## config.mk

```make
export PLATFORM = sky130hd
export DESIGN_NAME = program_loader
export DESIGN_NICKNAME = d
export VERILOG_FILES = /design/src/rtl/loader_pkg.sv /design/src/rtl/program_loader.sv
export SDC_FILE = /design/constraint.sdc
export NUM_CORES = 1
export LEC_CHECK = 0
export CORE_ASPECT_RATIO = 1.1
export CORE_MARGIN = 2
export CORE_UTILIZATION = 45
export CTS_CLUSTER_SIZE = 40
export DETAILED_ROUTE_END_ITERATION = 8
export PLACE_DENSITY = 0.69
export SLEW_MARGIN = 20
export SYNTH_ARGS = -nofsm -noshare
export SYNTH_HDL_FRONTEND = slang
export SYNTH_SLANG_ARGS = --single-unit
```

## constraint.sdc

```tcl
create_clock -name i_clk -period 2.7 [get_ports i_clk]
set_input_delay 0.27 -clock i_clk [delete_from_list [all_inputs] [get_ports i_clk]]
set_output_delay 0.27 -clock i_clk [all_outputs]
set_load 0.005 [all_outputs]
```

## src/rtl/loader_pkg.sv

```systemverilog
// Shared types and constants for the program loader: FSM state encoding,
// frame limits and the checksum target value.
package loader_pkg;

  typedef enum logic [2:0] {
    IDLE,
    LEN,
    DATA,
    CSUM,
    DONE,
    ERROR
  } state_t;

  localparam int         MAX_LEN   = 16;
  localparam logic [7:0] CSUM_GOOD = 8'h00;

  // States in which a frame is in flight and the byte stream is consumed.
  function automatic logic is_busy(input state_t s);
    return (s == LEN) || (s == DATA) || (s == CSUM);
  endfunction

endpackage

```

## src/rtl/program_loader.sv

```systemverilog
// Framed byte-stream loader: LEN, N data bytes, CSUM. It writes the data bytes
// into program RAM words 0..N-1 and holds the CPU off the bus while loading.
module program_loader
  import loader_pkg::*;
#(
  parameter int DATA_WIDTH = 8,
  parameter int MEM_SIZE   = MAX_LEN,
  parameter int CNT_WIDTH  = 5
) (
  input  logic                  i_clk,
  input  logic                  i_rst_n,
  input  logic                  i_start,
  input  logic                  i_rx_valid,
  input  logic [DATA_WIDTH-1:0] i_rx_data,
  output logic                  o_rx_ready,
  output logic                  o_ram_we,
  output logic [DATA_WIDTH-1:0] o_ram_addr,
  output logic [DATA_WIDTH-1:0] o_ram_data,
  output logic                  o_cpu_hold,
  output logic                  o_done,
  output logic                  o_error
);

  state_t                 state_q, state_d;
  logic [CNT_WIDTH-1:0]   len_q, cnt_q;
  logic [DATA_WIDTH-1:0]  acc_q;
  logic [DATA_WIDTH-1:0]  sum_next;
  logic                   accept;
  logic                   len_bad;
  logic                   last_data;
  logic                   load_len;
  logic                   wr_en;

  assign accept    = i_rx_valid && o_rx_ready;
  assign sum_next  = acc_q + i_rx_data;
  assign len_bad   = (i_rx_data == '0) || (i_rx_data > DATA_WIDTH'(MEM_SIZE));
  assign last_data = (cnt_q == len_q - CNT_WIDTH'(1));

  always_ff @(posedge i_clk or negedge i_rst_n) begin
    if (!i_rst_n) state_q <= IDLE;
    else          state_q <= state_d;
  end

  // NOTE: every signal driven here gets a default first, so no path can infer a latch.
  always_comb begin
    state_d  = state_q;
    load_len = 1'b0;
    wr_en    = 1'b0;
    unique case (state_q)
      IDLE, DONE, ERROR: if (i_start) state_d = LEN;
      LEN: if (accept) begin
        load_len = !len_bad;
        state_d  = len_bad ? ERROR : DATA;
      end
      DATA: if (accept) begin
        wr_en = 1'b1;
        if (last_data) state_d = CSUM;
      end
      CSUM: if (accept) state_d = (sum_next == DATA_WIDTH'(CSUM_GOOD)) ? DONE : ERROR;
      default: state_d = IDLE;
    endcase
  end

  // Outputs are registered from the next state so each flag changes on the same
  // edge as the state it describes; hold also covers the cycle of the final write.
  // NOTE: sequential state uses non-blocking assignments only; the RAM itself lives
  // outside this block, so an async reset here never disturbs words already written.
  always_ff @(posedge i_clk or negedge i_rst_n) begin
    if (!i_rst_n) begin
      len_q      <= '0;
      cnt_q      <= '0;
      acc_q      <= '0;
      o_rx_ready <= 1'b0;
      o_ram_we   <= 1'b0;
      o_ram_addr <= '0;
      o_ram_data <= '0;
      o_cpu_hold <= 1'b0;
      o_done     <= 1'b0;
      o_error    <= 1'b0;
    end else begin
      o_rx_ready <= is_busy(state_d);
      o_cpu_hold <= is_busy(state_d) || wr_en;
      o_done     <= (state_d == DONE);
      o_error    <= (state_d == ERROR);
      o_ram_we   <= wr_en;
      if (load_len) begin
        len_q <= i_rx_data[CNT_WIDTH-1:0];
        cnt_q <= '0;
        acc_q <= '0;
      end
      if (wr_en) begin
        o_ram_addr <= DATA_WIDTH'(cnt_q);
        o_ram_data <= i_rx_data;
        cnt_q      <= cnt_q + CNT_WIDTH'(1);
        acc_q      <= sum_next;
      end
    end
  end

endmodule

```

==> results.py, run 1 <==
metrics = {
    "run_status": {
        "status": "complete, no violations",
    },
    "synthesis": {
        "synth.distinct_cells": 45,
        "synthMuxAreaShare_pct": 1.07,
        "yosysSeqAreaShare_pct": 46.3,
        "syn_area_per_cell_um2": 9.33,
        "synth_xor_area_share_pct": 4.99,
        "ys_seq_elements": 39,
        "synth_simple_gate_area_share_pct": 20.4,
        "synth_adder_area_share_pct": 6.29,
        "synth_cells": 226,
        "async_flop_share_pct": 100,
        "synth_area_um2": 2110,
        "synth-compound-area-share_pct": 15.5,
        "ys.flop_type": "dfrtp_1",
        "yosys_warnings": 0,
        "synth_top_family_by_area": "simple AND/OR/NAND/NOR gates",
        "synth_edf_count": 0,
    },
    "critical_path": {
        "r2r_start": "acc_q[0]$_DFFE_PN0P_",
        "cp_top_family": "compound AO/OA/AOI/OAI gates",
        "crit_slowest_cell": "clkdlybuf4s50_1",
        "crit_path_max_fanout": 3,
        "arrival_ps": 2730,
        "endpoint_kind": "register",
        "cp.required_ps": 2940,
        "startpoint": "i_rx_data[0]",
        "path_class": "in -> reg",
        "path_cells": "clkdlybuf4s50_1 > ha_1 > fa_1 > a211oi_2 > o21ai_0 > a311oi_1 > nand2_1 > nor4_4 > o211a_1",
        "crit_path_max_incr_delay_ps": 430,
        "critPathBufInv": 1,
        "start_kind": "input pin",
    },
    "placed_design": {
        "portBuffers": 29,
        "place_congestion": 0.860,
        "dp_hpwl_um": 3260,
        "place_area_um2": 2500,
    },
    "floorplanning": {
        "die_area_um2": 5250,
        "rows": 26,
        "die_h_um": 75.8,
        "die_w_um": 69.3,
        "start_util_pct": 46.0,
        "fp.coreArea_um2": 4590,
        "pin_count": 33,
    },
    "timing": {
        "post-route-period-util_pct": 92.3,
        "max_freq_mhz": 401,
        "whs_ps": 84.3,
        "relSlewSlack_pct": 40.5,
        "tightestPinTransition_ps": 893,
        "grt_setup_unrepaired": "no",
        "hold_viol_final": 0,
        "fin_crit_ps": 2490,
        "skew_ps": 5.54,
        "setup_viol": 0,
        "slew_viol_final": 0,
    },
    "detailed_routing": {
        "finalWirelength_um": 4470,
        "met1_length_um": 2000,
        "drtAntennaViolNets": 0,
        "highest_layer": "met4",
        "vias": 1698,
        "met3WireLength_um": 154,
        "drcViolationCount": 0,
        "wl_per_cell_um": 13.9,
        "wl_met2_um": 2220,
        "drt_iter0_drc": 127,
        "routed_via_density": 5.27,
        "firstDrtPassIters": 4,
    },
    "cts": {
        "numCtsBuffers": 5,
        "htreeDepth": 2,
        "clk_pin_slew_ps": 80,
        "clockBufferDepth": 2,
        "cts_tree": "yes",
        "cts_root_buf": "clkbuf_8",
        "clk_latency_ps": 300,
        "cts.sinks": 39,
    },
    "grt": {
        "antenna_found_initial": 0,
        "track_usage_pct": 18.0,
        "grt_pass1_vias": 1656,
        "grt_pass1_wl_um": 7380,
        "gr-total-overflow": 0,
        "grt_start_max_net_pins": 40,
    },
    "layout": {
        "nFillCells": 421,
        "antenna_cells": 0,
        "post-route-util_pct": 56.7,
        "syn2layout_area_growth_pct": 23.3,
        "fin_nets": 287,
        "drive_above_1_share_pct": 12.4,
        "stdcell_area_um2": 2600,
    },
    "min_path": {
        "min_path_type": "in -> async",
    },
    "power": {
        "power_density_nw_per_um2": 795,
        "leakagePower_nw": 1.21,
        "peakVddDrop_v": 0.000349,
    },
    "run": {
        "drv_cap": 0,
    },
}
[layer usage]
layer | global-route usage (%) | vias to the layer above
met5 | 0 | -
met4 | 10.0 | 0
met3 | 3.70 | 8
met2 | 33.2 | 35
met1 | 19.7 | 812
li1 | - | 843
[worst register-to-register path: stages (launching register included)]
cell	delay, ps
dfrtp_1	380
ha_1	210
fa_1	420
a211oi_2	240
o21ai_0	150
a311oi_1	310
nand2_1	150
nor4_4	350
o211a_1	190
[metrics by stage]
step	cells	power [W]	worst slack, ps	setup TNS [ps]
floorplan	228	0.00137	386	0
global placement	314	0.00166	-95.5	-194
detailed placement	314	0.00168	-132	-326
CTS	322	0.00207	182	0
global route	322	0.00220	98.3	0
finish	322	0.00206	208	0
[synth_stat cells, types with 2 or more instances]
cell type  count  share of area [%]
nand2_1       61                 11
nor2b_1        3               0.89
o21ai_0       18                4.3
xnor2_1        7                2.9
or3b_2         2               0.83
mux2_2         2                1.1
nor2_1        10                1.8
nor4_1         3               0.89
dfrtp_1       39                 46
a21oi_1        6                1.4
nand3_1        2               0.47
o21ai_1        2               0.47
clkbuf_1       8                1.4
o22ai_1        5                1.5
a31oi_1        2               0.59
o2111a_1       2                1.1
ha_1           9                5.3
xor2_1         5                2.1
inv_1         10                1.8
nor3_1         2               0.47
buf_4          3                1.1
a211oi_2       2                1.2
[layout make-up]
| class | count | area [µm²] | area share [%] |
|---|---|---|---|
| clock inverters | 2 | 12.5 | 0.481 |
| repair buffers | 42 | 383 | 14.7 |
| multi-input cells | 166 | 1040 | 40.0 |
| inverters | 11 | 46.3 | 1.78 |
| clock buffers | 6 | 72.6 | 2.79 |
| flip-flops and latches | 39 | 976 | 37.6 |
| well taps | 56 | 70.1 | 2.70 |
[worst paths after layout]
path,endpoint,slack (ps),cells past startpoint
min in group i_clk,o_ram_addr[2]$_DFFE_PN0P_,470,2
hold / removal,o_ram_data[0]$_DFFE_PN0P_,80,1
setup reg to reg,o_done$_DFF_PN0_,260,8
max in group asynchronous,acc_q[0]$_DFFE_PN0P_,2050,1
setup / recovery,o_done$_DFF_PN0_,210,9
hold reg to reg,o_ram_addr[2]$_DFFE_PN0P_,470,2
[power breakdown]
part / internal (W) / switching [W] / leakage (nW)
clock: 0.000180 / 0.000209 / 0.0412
combinational: 0.000417 / 0.000424 / 0.660
sequential: 0.000729 / 0.000106 / 0.506
[cells by family after synthesis]
family,count (synthesis)
AND/OR/NAND/NOR,93
AO/OA/AOI/OAI,46
adder cells (fa/ha/maj),10
multiplexers,2
buffers and inverters,23
other,1
flip-flops,39
XOR/XNOR,12
[cells in the final DEF, fill, tap and decap left out, drive strengths merged, types with 6 or more instances in the layout]
master,instances
a21oi,6
inv,10
clkdlybuf4s50,28
dfrtp,39
o21ai,20
buf,14
nand2,61
nor2,10
clkbuf,6
ha,9
xnor2,7
[state kept, by name (all words and copies together), names as in the netlist]
| signal | flops |
|---|---|
| o_cpu_hold | 1 |
| o_ram_we | 1 |
| state_q | 3 |
| acc_q | 8 |
| o_rx_ready | 1 |
| o_ram_data | 8 |
| o_done | 1 |
| len_q | 5 |
| o_error | 1 |
| cnt_q | 5 |
| o_ram_addr | 5 |
[timing repair]
item,in CTS,in global routing
hold buffers,0,0
endpoints found under the setup margin,0,1
resized for setup,0,1
setup buffers,0,0
Note: power is estimated with default switching activity, not from simulation.
==> run 2: changes to the inputs <==
- CELL_PAD_IN_SITES_DETAIL_PLACEMENT: default -> 1
- CELL_PAD_IN_SITES_GLOBAL_PLACEMENT: default -> 2
- CORE_UTILIZATION: 45 -> 33
- PLACE_DENSITY: 0.69 -> default
- PLACE_DENSITY_LB_ADDON: default -> 0.1
==> run 2 against run 1 <==
  * Count of clock-buffer cells in the layout stayed put
  * Largest cell class unchanged
  * Total power is 8.1% higher
  * Clock skew is 4.4 ps higher
  * Clock power is 32% higher
  * Register-to-register slack worse by 80 ps
  * Sequential share of layout area is 1.6 points lower
==> results.py, run 2 (synthesis results as in run 1) <==
metrics = {
    "layout": {
        "drive_above_1_share_pct": 15.0,
        "stdcell_area_um2": 2710,
        "syn2layout_area_growth_pct": 28.7,
        "mostFrequentLayoutCells": "61 x nand2_1, 39 x dfrtp_1, 28 x clkdlybuf4s50_1",
        "antenna_cells": 0,
        "final_common_cell": "nand2_1",
        "largestRegisters": "acc_q x8, o_ram_data x8",
        "post-route-util_pct": 43.8,
        "instances_no_fill": 353,
        "nFillCells": 713,
        "fin_nets": 294,
    },
    "power": {
        "p_seq_share_pct": 37.6,
        "switching_share_pct": 34.4,
        "leakagePower_nw": 1.26,
        "power_density_nw_per_um2": 823,
        "power_frac_comb_pct": 39.4,
        "peakVddDrop_v": 0.000338,
        "power.share.clock_pct": 23.0,
        "switchingPower_w": 0.000769,
        "intPower_w": 0.00146,
    },
    "cts": {
        "numCtsBuffers": 5,
        "htreeDepth": 2,
        "postCtsSetupBuffers": 0,
        "cts_root_buf": "clkbuf_8",
        "cts_tree": "yes",
        "clk_latency_ps": 300,
        "clockBufferDepth": 2,
        "clk_pin_slew_ps": 70,
        "cts.sinks": 39,
    },
    "timing": {
        "tns_ps": 0,
        "grt_setup_unrepaired": "no",
        "hold_viol_final": 0,
        "slew_viol_final": 0,
        "max_freq_mhz": 391,
        "setup_ws_ps": 144,
        "relSlewSlack_pct": 38.3,
        "skew_ps": 9.95,
        "post-route-period-util_pct": 94.7,
        "tightestPinTransition_ps": 926,
        "setup_viol": 0,
        "fin_crit_ps": 2560,
    },
    "grt": {
        "track_usage_pct": 17.6,
        "antenna_found_initial": 0,
        "grt_pass1_vias": 1923,
        "grt_pass1_wl_um": 9490,
        "gr-total-overflow": 0,
        "grt_start_max_net_pins": 40,
    },
    "critical_path": {
        "critPathBufInv": 1,
        "path_class": "in -> reg",
        "endpoint_kind": "register",
        "crit_path_max_incr_delay_ps": 430,
        "arrival_ps": 2790,
        "crit_slowest_cell": "clkdlybuf4s50_1",
        "crit_path_max_fanout": 3,
        "cp.required_ps": 2940,
        "path_cells": "clkdlybuf4s50_1 > ha_1 > fa_1 > a211oi_2 > o21ai_0 > a311oi_1 > nand2_1 > nor4_4 > o211a_1",
        "cp_top_family": "compound AO/OA/AOI/OAI gates",
        "start_kind": "input pin",
    },
    "detailed_routing": {
        "vias": 1735,
        "finalWirelength_um": 5400,
        "drcViolationCount": 0,
        "routed_via_density": 4.92,
        "highest_layer": "met4",
        "firstDrtPassIters": 4,
        "drtAntennaViolNets": 0,
        "wl_per_cell_um": 15.3,
        "wl_met2_um": 2660,
        "met1_length_um": 2540,
        "met3WireLength_um": 137,
        "drt_iter0_drc": 53,
    },
    "floorplanning": {
        "fp.coreArea_um2": 6190,
        "die_w_um": 80.2,
        "rows": 30,
        "die_h_um": 87.8,
        "start_util_pct": 34.0,
        "pin_count": 33,
        "die_area_um2": 7040,
    },
    "placed_design": {
        "portBuffers": 29,
        "place_congestion": 0.792,
        "place_area_um2": 2590,
        "numPlacedInstances": 345,
        "dp_hpwl_um": 3920,
        "post-place-ws_ps": -219,
    },
    "min_path": {
        "min_path_type": "in -> async",
    },
    "run": {
        "drv_cap": 0,
    },
    "run_status": {
        "status": "complete, no violations",
    },
}
## run 2: routing by layer
metal | track usage (%) | up-vias
met5 | 0 | -
met4 | 5.24 | 0
met3 | 3.61 | 6
met2 | 30.3 | 17
met1 | 22.3 | 858
li1 | - | 854
## run 2: worst paths after layout
path	start	to	slack [ps]	depth (start not counted)
hold / removal	i_rst_n	acc_q[3]$_DFFE_PN0P_	110	1
setup reg to reg	acc_q[0]$_DFFE_PN0P_	o_done$_DFF_PN0_	180	8
max in group asynchronous	i_rst_n	o_error$_DFF_PN0_	2010	1
setup / recovery	i_rx_data[0]	o_done$_DFF_PN0_	140	9
hold reg to reg	o_ram_data[0]$_DFFE_PN0P_	o_ram_data[0]$_DFFE_PN0P_	470	2
min in group i_clk	o_ram_data[0]$_DFFE_PN0P_	o_ram_data[0]$_DFFE_PN0P_	470	2
## run 2: power groups by stage
stage | Clock, W | Sequential, W | Combinational [W]
2_1_floorplan | 0 | 0.000828 | 0.000543
3_3_place_gp | 0 | 0.000848 | 0.000868
3_5_place_dp | 0 | 0.000852 | 0.000875
4_1_cts | 0.000532 | 0.000843 | 0.000885
5_1_grt | 0.000560 | 0.000867 | 0.000993
6_report | 0.000513 | 0.000839 | 0.000880
## run 2: per-stage QoR
step	hold slack (ps)	total power (W)
2_1_floorplan	-25.6	0.00137
3_3_place_gp	458	0.00172
3_5_place_dp	462	0.00173
4_1_cts	146	0.00226
5_1_grt	182	0.00242
6_report	110	0.00223
## run 2: cell type report
class	count	area [µm²]	area share, %
flip-flops and latches	39	976	36.0
inverters	11	46.3	1.71
clock inverters	2	35.0	1.29
repair buffers	49	435	16.0
multi-input cells	166	1040	38.3
well taps	80	100	3.69
clock buffers	6	82.6	3.04
## run 2: repair_timing
| item | 4_1_cts | 5_1_grt |
|---|---|---|
| gates resized for setup | 0 | 1 |
| hold buffers | 0 | 0 |
| setup endpoints to repair | 0 | 2 |
==> run 3: changes to the inputs <==
- MAX_ROUTING_LAYER: default -> met4
==> run 3 against run 2 <==
  * Combinational power about the same
  * Via count about the same
  * Fmax about the same
  * Sequential power about the same
  * Largest cell class unchanged
==> results.py, run 3 (synthesis results as in run 1) <==
metrics = {
    "critical_path": {
        "start_kind": "input pin",
        "endpoint_kind": "register",
        "path_class": "in -> reg",
        "crit_path_max_fanout": 3,
        "arrival_ps": 2790,
        "cp.required_ps": 2940,
    },
    "detailed_routing": {
        "wl_per_cell_um": 15.3,
        "finalWirelength_um": 5400,
        "drt_iter0_drc": 62,
        "drtAntennaViolNets": 0,
        "drcViolationCount": 0,
        "routed_via_density": 4.91,
        "firstDrtPassIters": 4,
        "vias": 1734,
    },
    "timing": {
        "post-route-period-util_pct": 94.7,
        "tightestPinTransition_ps": 926,
        "fin_crit_ps": 2560,
        "grt_setup_unrepaired": "no",
        "max_freq_mhz": 391,
        "slew_viol_final": 0,
        "relSlewSlack_pct": 38.3,
        "setup_ws_ps": 144,
        "hold_viol_final": 0,
        "whs_ps": 110,
        "skew_ps": 9.29,
        "setup_viol": 0,
    },
    "cts": {
        "cts_tree": "yes",
        "cts.sinks": 39,
        "clk_pin_slew_ps": 70,
        "clockBufferDepth": 2,
        "clk_latency_ps": 300,
        "cts_root_buf": "clkbuf_8",
        "cts-hold-fix-buffers": 0,
        "postCtsSetupBuffers": 0,
        "htreeDepth": 2,
        "cts_resized": 0,
        "numCtsBuffers": 5,
    },
    "run_status": {
        "status": "complete, no violations",
    },
    "layout": {
        "antenna_cells": 0,
        "largestRegisters": "acc_q x8, o_ram_data x8",
        "nFillCells": 713,
        "mostFrequentLayoutCells": "61 x nand2_1, 39 x dfrtp_1, 28 x clkdlybuf4s50_1",
        "final_common_cell": "nand2_1",
        "instances_no_fill": 353,
        "fin_nets": 294,
        "syn2layout_area_growth_pct": 28.7,
        "drive_above_1_share_pct": 15.0,
    },
    "power": {
        "peakVddDrop_v": 0.000339,
        "switchingPower_w": 0.000769,
        "p_seq_share_pct": 37.6,
        "switching_share_pct": 34.4,
        "power.share.clock_pct": 23.0,
        "power_density_nw_per_um2": 823,
        "power_w": 0.00223,
        "power_frac_comb_pct": 39.4,
        "leakagePower_nw": 1.26,
        "intPower_w": 0.00146,
    },
    "floorplanning": {
        "fp.coreArea_um2": 6190,
        "pin_count": 33,
        "start_util_pct": 34.0,
        "die_area_um2": 7040,
        "die_w_um": 80.2,
        "rows": 30,
        "die_h_um": 87.8,
    },
    "grt": {
        "track_usage_pct": 18.2,
        "antenna_found_initial": 0,
        "grt_start_max_net_pins": 40,
        "gr-total-overflow": 0,
        "grt_pass1_vias": 1922,
        "grt_pass1_wl_um": 9510,
    },
    "placed_design": {
        "post-place-ws_ps": -219,
        "dp_hpwl_um": 3920,
        "numPlacedInstances": 345,
        "place_congestion": 0.804,
        "portBuffers": 29,
    },
    "min_path": {
        "min_path_type": "in -> async",
    },
    "run": {
        "drv_cap": 0,
    },
}
-- run 3: cell counts in the layout (fill, tap and decap cells not counted) --
Identical to the previous run, type by type.
-- run 3: final cells by class --
cell class                 instances  area [µm²]  share of cell area, %
multi-input combinational        166        1040                   38.3
tap                               80         100                   3.69
timing repair buffer              49         435                   16.0
sequential                        39         976                   36.0
inverter                          11        46.3                   1.71
clock buffer                       6        82.6                   3.04
clock inverter                     2        35.0                   1.29
-- run 3: layer usage --
layer / vias up / routed length (µm) / GRT usage (%)
met1: 857 / 2550 / 22.5
met4: 0 / 70 / 5.24
met3: 6 / 129 / 3.51
li1: 854 / - / -
met5: - / 0 / -
met2: 17 / 2660 / 30.2
-- run 3: through the flow --
stage               utilization (%)  TNS (ps)  cell area (µm²)
global placement               41.8      -198             2590
floorplan                         -         0             2120
CTS                            43.7         0             2710
finish                         43.8         0             2710
global route                   43.8         0             2710
detailed placement             41.8      -573             2590
-- run 3: power groups by stage --
stage               Clock [W]  Sequential, W  Combinational, W
finish               0.000513       0.000839          0.000880
global route         0.000560       0.000867          0.000993
CTS                  0.000532       0.000843          0.000885
detailed placement          0       0.000852          0.000875
global placement            0       0.000848          0.000868
floorplan                   0       0.000828          0.000543
-- run 3: worst max-delay path: stages --
cell and delay (ps):
clkdlybuf4s50_1 430, ha_1 240, fa_1 410, a211oi_2 240
o21ai_0 140, a311oi_1 350, nand2_1 150, nor4_4 370
o211a_1 200
-- run 3: worst paths after layout --
| path | startpoint | end | slack, ps | cells after the start |
|---|---|---|---|---|
| worst max-delay path | i_rx_data[0] | o_done$_DFF_PN0_ | 140 | 9 |
| worst min-delay path | i_rst_n | o_ram_data[2]$_DFFE_PN0P_ | 110 | 1 |
| worst max register to register | acc_q[0]$_DFFE_PN0P_ | o_done$_DFF_PN0_ | 180 | 8 |
| worst min register to register | o_ram_data[0]$_DFFE_PN0P_ | o_ram_data[0]$_DFFE_PN0P_ | 470 | 2 |
| max in group asynchronous | i_rst_n | o_error$_DFF_PN0_ | 2010 | 1 |
| min in group i_clk | o_ram_data[0]$_DFFE_PN0P_ | o_ram_data[0]$_DFFE_PN0P_ | 470 | 2 |
